[src/rtl/cordic_engine.sv]
// Fully pipelined CORDIC: per-sample rotate/vector mode, valid/tag sidebands, saturated outputs.
// One sample per clock, latency ITERATIONS+1 clocks.
module cordic_engine #(
    parameter int DATA_WIDTH  = 16,
    parameter int ANGLE_WIDTH = 32,
    parameter int ITERATIONS  = 16,
    parameter int TAG_WIDTH   = 4
) (
    input  logic                   i_clk,
    input  logic                   i_resetn,
    input  logic                   i_valid,
    input  logic                   i_mode,
    input  logic [DATA_WIDTH-1:0]  i_x,
    input  logic [DATA_WIDTH-1:0]  i_y,
    input  logic [ANGLE_WIDTH-1:0] i_angle,
    input  logic [TAG_WIDTH-1:0]   i_tag,
    output logic                   o_valid,
    output logic [DATA_WIDTH-1:0]  o_x,
    output logic [DATA_WIDTH-1:0]  o_y,
    output logic [ANGLE_WIDTH-1:0] o_angle,
    output logic [TAG_WIDTH-1:0]   o_tag
);
    localparam int IW = DATA_WIDTH + 2;
    localparam int unsigned ASH = 32 - ANGLE_WIDTH;
    localparam logic [ANGLE_WIDTH-1:0] QUARTER     = {2'b01, {(ANGLE_WIDTH-2){1'b0}}};
    localparam logic [ANGLE_WIDTH-1:0] NEG_QUARTER = {2'b11, {(ANGLE_WIDTH-2){1'b0}}};
    localparam logic signed [IW-1:0] SAT_MAX = {3'b000, {(DATA_WIDTH-1){1'b1}}};
    localparam logic signed [IW-1:0] SAT_MIN = {3'b111, {(DATA_WIDTH-1){1'b0}}};

    // atan(2^-i) in 2^32-per-turn units, rounded to ANGLE_WIDTH bits
    function automatic logic [ANGLE_WIDTH-1:0] atan_lut(input int unsigned i);
        logic [31:0] t;
        logic [32:0] raw;
        case (i)
            0:  t = 32'h20000000;  1:  t = 32'h12E4051E;  2:  t = 32'h09FB385B;
            3:  t = 32'h051111D4;  4:  t = 32'h028B0D43;  5:  t = 32'h0145D7E1;
            6:  t = 32'h00A2F62E;  7:  t = 32'h00517C55;  8:  t = 32'h0028BE53;
            9:  t = 32'h00145F2F;  10: t = 32'h000A2F98;  11: t = 32'h000517CC;
            12: t = 32'h00028BE6;  13: t = 32'h000145F3;  14: t = 32'h0000A2FA;
            15: t = 32'h0000517D;  16: t = 32'h000028BE;  17: t = 32'h0000145F;
            18: t = 32'h00000A30;  19: t = 32'h00000518;  20: t = 32'h0000028C;
            21: t = 32'h00000146;  22: t = 32'h000000A3;  23: t = 32'h00000051;
            24: t = 32'h00000029;  25: t = 32'h00000014;  26: t = 32'h0000000A;
            27: t = 32'h00000005;  28: t = 32'h00000003;  29: t = 32'h00000001;
            30: t = 32'h00000001;  default: t = '0;
        endcase
        raw = {1'b0, t} + ((33'd1 << ASH) >> 1);
        raw = raw >> ASH;
        return raw[ANGLE_WIDTH-1:0];
    endfunction

    function automatic logic [DATA_WIDTH-1:0] saturate(input logic signed [IW-1:0] v);
        logic signed [IW-1:0] h;
        h = v >>> 1;
        if (h > SAT_MAX)      return SAT_MAX[DATA_WIDTH-1:0];
        else if (h < SAT_MIN) return SAT_MIN[DATA_WIDTH-1:0];
        else                  return h[DATA_WIDTH-1:0];
    endfunction

    logic signed [IW-1:0]    x_q [ITERATIONS];
    logic signed [IW-1:0]    y_q [ITERATIONS];
    logic [ANGLE_WIDTH-1:0]  z_q [ITERATIONS];
    logic                    v_q [ITERATIONS];
    logic                    m_q [ITERATIONS];
    logic                    zero_q [ITERATIONS];
    logic [TAG_WIDTH-1:0]    t_q [ITERATIONS];

    logic signed [IW-1:0]    x_d [ITERATIONS+1];
    logic signed [IW-1:0]    y_d [ITERATIONS+1];
    logic [ANGLE_WIDTH-1:0]  z_d [ITERATIONS+1];

    logic signed [IW-1:0]    xe, ye, xs, ys;
    logic                    dpos;

    logic                    valid_q;
    logic [DATA_WIDTH-1:0]   xo_q, yo_q, xo_d, yo_d;
    logic [ANGLE_WIDTH-1:0]  ang_q, ang_d;
    logic [TAG_WIDTH-1:0]    tag_q;

    always_comb begin
        xe   = {{2{i_x[DATA_WIDTH-1]}}, i_x};
        ye   = {{2{i_y[DATA_WIDTH-1]}}, i_y};
        xs   = '0;
        ys   = '0;
        dpos = 1'b0;
        for (int unsigned k = 0; k <= ITERATIONS; k++) begin
            x_d[k] = '0;
            y_d[k] = '0;
            z_d[k] = '0;
        end

        x_d[0] = xe;
        y_d[0] = ye;
        z_d[0] = i_angle;
        if (i_mode) begin
            z_d[0] = '0;
            if (xe[IW-1] && !ye[IW-1]) begin
                x_d[0] = ye;
                y_d[0] = -xe;
                z_d[0] = QUARTER;
            end else if (xe[IW-1]) begin
                x_d[0] = -ye;
                y_d[0] = xe;
                z_d[0] = NEG_QUARTER;
            end
        end else begin
            case (i_angle[ANGLE_WIDTH-1 -: 2])
                2'b01: begin
                    x_d[0] = -ye;
                    y_d[0] = xe;
                    z_d[0] = {2'b00, i_angle[ANGLE_WIDTH-3:0]};
                end
                2'b10: begin
                    x_d[0] = ye;
                    y_d[0] = -xe;
                    z_d[0] = {2'b11, i_angle[ANGLE_WIDTH-3:0]};
                end
                default: ;
            endcase
        end

        for (int unsigned k = 0; k < ITERATIONS; k++) begin
            xs   = x_q[k] >>> k;
            ys   = y_q[k] >>> k;
            dpos = m_q[k] ? y_q[k][IW-1] : ~z_q[k][ANGLE_WIDTH-1];
            if (dpos) begin
                x_d[k+1] = x_q[k] - ys;
                y_d[k+1] = y_q[k] + xs;
                z_d[k+1] = z_q[k] - atan_lut(k);
            end else begin
                x_d[k+1] = x_q[k] + ys;
                y_d[k+1] = y_q[k] - xs;
                z_d[k+1] = z_q[k] + atan_lut(k);
            end
        end

        xo_d  = saturate(x_d[ITERATIONS]);
        yo_d  = saturate(y_d[ITERATIONS]);
        // a zero vector never turns, so its accumulated phase is meaningless: report 0
        ang_d = (m_q[ITERATIONS-1] && zero_q[ITERATIONS-1]) ? '0 : z_d[ITERATIONS];
    end

    always_ff @(posedge i_clk or negedge i_resetn) begin
        if (!i_resetn) begin
            for (int unsigned k = 0; k < ITERATIONS; k++) begin
                x_q[k]    <= '0;
                y_q[k]    <= '0;
                z_q[k]    <= '0;
                v_q[k]    <= 1'b0;
                m_q[k]    <= 1'b0;
                zero_q[k] <= 1'b0;
                t_q[k]    <= '0;
            end
            valid_q <= 1'b0;
            xo_q    <= '0;
            yo_q    <= '0;
            ang_q   <= '0;
            tag_q   <= '0;
        end else begin
            for (int unsigned k = 0; k < ITERATIONS; k++) begin
                x_q[k] <= x_d[k];
                y_q[k] <= y_d[k];
                z_q[k] <= z_d[k];
            end
            v_q[0]    <= i_valid;
            m_q[0]    <= i_mode;
            zero_q[0] <= (i_x == '0) && (i_y == '0);
            t_q[0]    <= i_tag;
            for (int unsigned k = 1; k < ITERATIONS; k++) begin
                v_q[k]    <= v_q[k-1];
                m_q[k]    <= m_q[k-1];
                zero_q[k] <= zero_q[k-1];
                t_q[k]    <= t_q[k-1];
            end
            valid_q <= v_q[ITERATIONS-1];
            xo_q    <= xo_d;
            yo_q    <= yo_d;
            ang_q   <= ang_d;
            tag_q   <= t_q[ITERATIONS-1];
        end
    end

    assign o_valid = valid_q;
    assign o_x     = xo_q;
    assign o_y     = yo_q;
    assign o_angle = ang_q;
    assign o_tag   = tag_q;
endmodule

[config.mk]
export PLATFORM = sky130hd
export DESIGN_NAME = cordic_engine
export DESIGN_NICKNAME = d
export VERILOG_FILES = /design/src/rtl/cordic_engine.sv
export SDC_FILE = /design/constraint.sdc
export NUM_CORES = 2
export LEC_CHECK = 0
export ABC_AREA = 1
export ABC_CLOCK_PERIOD_IN_PS = 4650
export CORE_MARGIN = 10
export CORE_UTILIZATION = 45
export CTS_CLUSTER_SIZE = 8
export DETAILED_ROUTE_END_ITERATION = 16
export GPL_TIMING_DRIVEN = 0
export HOLD_SLACK_MARGIN = 0.1
export PLACE_DENSITY = 0.57
export SLEW_MARGIN = 20
export SYNTH_ARGS = -nofsm -noshare
export SYNTH_HDL_FRONTEND = slang
export SYNTH_SLANG_ARGS = --single-unit
export TNS_END_PERCENT = 5
[constraint.sdc]
create_clock -name i_clk -period 4.65 [get_ports i_clk]
set_input_delay 0.6975 -clock i_clk [delete_from_list [all_inputs] [get_ports i_clk]]
set_output_delay 0.6975 -clock i_clk [all_outputs]
set_load 0.05 [all_outputs]
==> results.toml <==
[yosys]
synth_edf_count = 0
synthCells = 11800
ys_types = 62
yosysSeqAreaShare = 0.340
synth-seq-cells = 1268
synthFlopType = "dfrtp_1"
syn-num-nets = 13000
synth_warnings = 0
syn_area_um2 = 93400
postSynthAreaPerCell_um2 = 7.88
async_flop_share = 1.00

[cells_and_area]
seqCellArea_um2 = 31700
final_common_cell = "nand2_1"
drive_above_1_share = 0.0280
layout_common_cells = "nand2_1, inv_1, dfrtp_1, a21oi_1, ha_1"
stdcell_count = 14900
multi_input_area_um2 = 56000
fin_nets = 13300
n_fill_cell = 20100
areaGrowthSynthToFinish_pct = 11.3

[drt]
wl_mm = 261
wl_per_cell_um = 17.5
via_count = 80000
viasPerCell = 5.36
dr.pass1.iters = 5
ant_nets = 0
post-route-drc-count = 0
drt_iter0_drc = 5133

[timing]
timing.fmax_mhz = 230
setup_viol = 0
tightest_slew_ps = 1060
slew_headroom = 0.292
finalSetupTns_ps = 0
hold_viol = 0
rsz0062_at_grt = "yes"
finalHoldWorstSlack_ps = 271
period_share = 0.933
setup_ws_ps = 310
drv_slew = 0
skew_ps = 72.1
min_period_ps = 4340

[clocking]
numCtsBuffers = 181
cts-root-buf = "clkbuf_16"
clkLatencyLatePin_ps = 880
cts_buffer_depth = 3
htreeDepth = 4
postCtsSetupBuffers = 0
clk_pin_slew_ps = 50
cts_tree = "done"
cts.sinks = 1268

[floorplan]
dieWidth_um = 476
dieHeight_um = 476
core-area_um2 = 207000
die_area_um2 = 226000
rows = 167
start_util = 0.452
ios = 141

[hold_path]
min_to = "t_q[63]$_DFF_PN0_"
hold_path.class = "in -> reg"
worstHoldPathCells = 1
holdCritStartpoint = "i_tag[3]"

[placed_design]
portBuffers = 139
hpwlAfterDp_mm = 212
place_inst = 14700
place_congestion = 0.933
preCtsSetupSlack_ps = -561

[global_routing]
grt_max_degree = 160
grt_usage = 0.227
grt_overflow = 0
grt_pass1_wl_mm = 421
first_global_vias = 79000
antenna_found_initial = 4

[setup_path]
criticalPathCategory = "reg -> reg"
cp.required_ps = 5340
cp-start-kind = "flip-flop"
r2r_end = "y_q[102]$_DFF_PN0_"
cp.arrival_ps = 5030
reg2reg_slack_ps = 310
worstRegToRegCells = 14
cp-end-kind = "flip-flop"
r2r_start = "m_q[6]$_DFF_PN0_"
crit_path_max_fanout = 21

[outcome]
status = "completed"

[job]
cap_violations = 0
-- synth_stat cells, drive strengths merged (12+ instances only) --
library cell  instances  area, µm²
nand4               137        857
fa                   48        961
a22oi                13       97.6
a21boi               77        578
buf                  21        139
or2                  17        106
a21o                135       1010
clkbuf               55        206
o21ai               726       3640
o31ai                54        405
nand2              2436       9210
inv                1410       5290
a31oi               114        713
nor4                 51        319
xor2                823       7210
o21bai               91        683
a21oi              1066       5340
o21a                 15        113
nand3b               38        285
nor3                176        891
o311ai               17        149
nand3               534       2690
xnor2               287       2510
nor2               1029       3880
ha                 1040      13000
o221ai               16        140
o211ai               24        180
clkinv               12       45.0
dfrtp              1268      31700
a221oi               33        289
-- area by class of cell --
cell class / count / share of cell area
repair buffers: 160 / 0.0183
multi-input cells: 9078 / 0.539
clock inverters: 18 / 0.00438
flip-flops and latches: 1268 / 0.305
inverters: 1422 / 0.0514
diodes: 2 / 0.0000482
plain buffers: 76 / 0.00375
clock buffers: 207 / 0.0454
well taps: 2704 / 0.0326
-- flip-flops by register name, indices dropped and copies added, names as in the netlist --
signal   flops
z_q        512
v_q         16
x_q        287
o_valid      1
o_x         16
y_q        288
o_y         16
o_tag        4
m_q         16
zero_q      16
t_q         64
o_angle     32
-- routing by layer --
layer,track usage,wire length (µm)
met4,0.0627,7160
met3,0.0301,11900
met1,0.315,123000
met2,0.372,118000
met5,0,0
-- worst max-delay path, stage by stage, from the launching register on --
cell	delay, ps
dfrtp_1	490
o21ai_1	610
inv_1	200
clkbuf_1	310
clkbuf_4	390
nand2_1	130
o21ai_0	220
fa_1	490
nand3_1	80
nand2_1	90
a21boi_0	370
o21ai_0	190
a21boi_0	310
o21ai_0	150
xor2_1	160
-- cells by family (layout without fill, tap and decap cells) --
| kind of cell | Yosys count | after routing | share of synthesized area |
|---|---|---|---|
| AOI/OAI and AO/OA | 2437 | 2437 | 0.148 |
| and+or+nand+nor | 4440 | 4440 | 0.197 |
| other | 0 | 2 | 0 |
| adders and majority gates | 1088 | 1088 | 0.150 |
| xor gates and xnor gates | 1110 | 1110 | 0.104 |
| buffers and inverters | 1498 | 1883 | 0.0609 |
| muxes | 3 | 3 | 0.000322 |
| DFF | 1268 | 1268 | 0.340 |
-- repair_timing --
item / 4_1_cts / 5_1_grt
endpoints found under the hold margin: 103 / 0
hold buffers: 1 / 0
resized for setup: 4 / 10
setup endpoints to repair: 18 / 10
-- worst max-delay path by stage --
stage / from / endpoint / slack, ps / depth (start not counted)
after CTS: z_q[223]$_DFF_PN0_ / z_q[191]$_DFF_PN0_ / 90 / 12
after detailed placement: y_q[143]$_DFF_PN0_ / y_q[120]$_DFF_PN0_ / -560 / 15
final: m_q[6]$_DFF_PN0_ / y_q[102]$_DFF_PN0_ / 310 / 14
after floorplan: z_q[255]$_DFF_PN0_ / y_q[120]$_DFF_PN0_ / 1090 / 14
after global placement: i_resetn / x_q[271]$_DFF_PN0_ / -52660 / 1
after global routing: m_q[8]$_DFF_PN0_ / x_q[138]$_DFF_PN0_ / -80 / 13
-- through the flow --
stage | util | instance area, µm²
6_report | 0.503 | 104000
2_1_floorplan | - | 93400
5_1_grt | 0.503 | 104000
3_5_place_dp | 0.477 | 98700
4_1_cts | 0.503 | 104000
3_3_place_gp | 0.475 | 98100
Power is left out: the tool's default activity adds up to more than one toggle a clock period on the data nets, which glitch-free logic cannot reach.
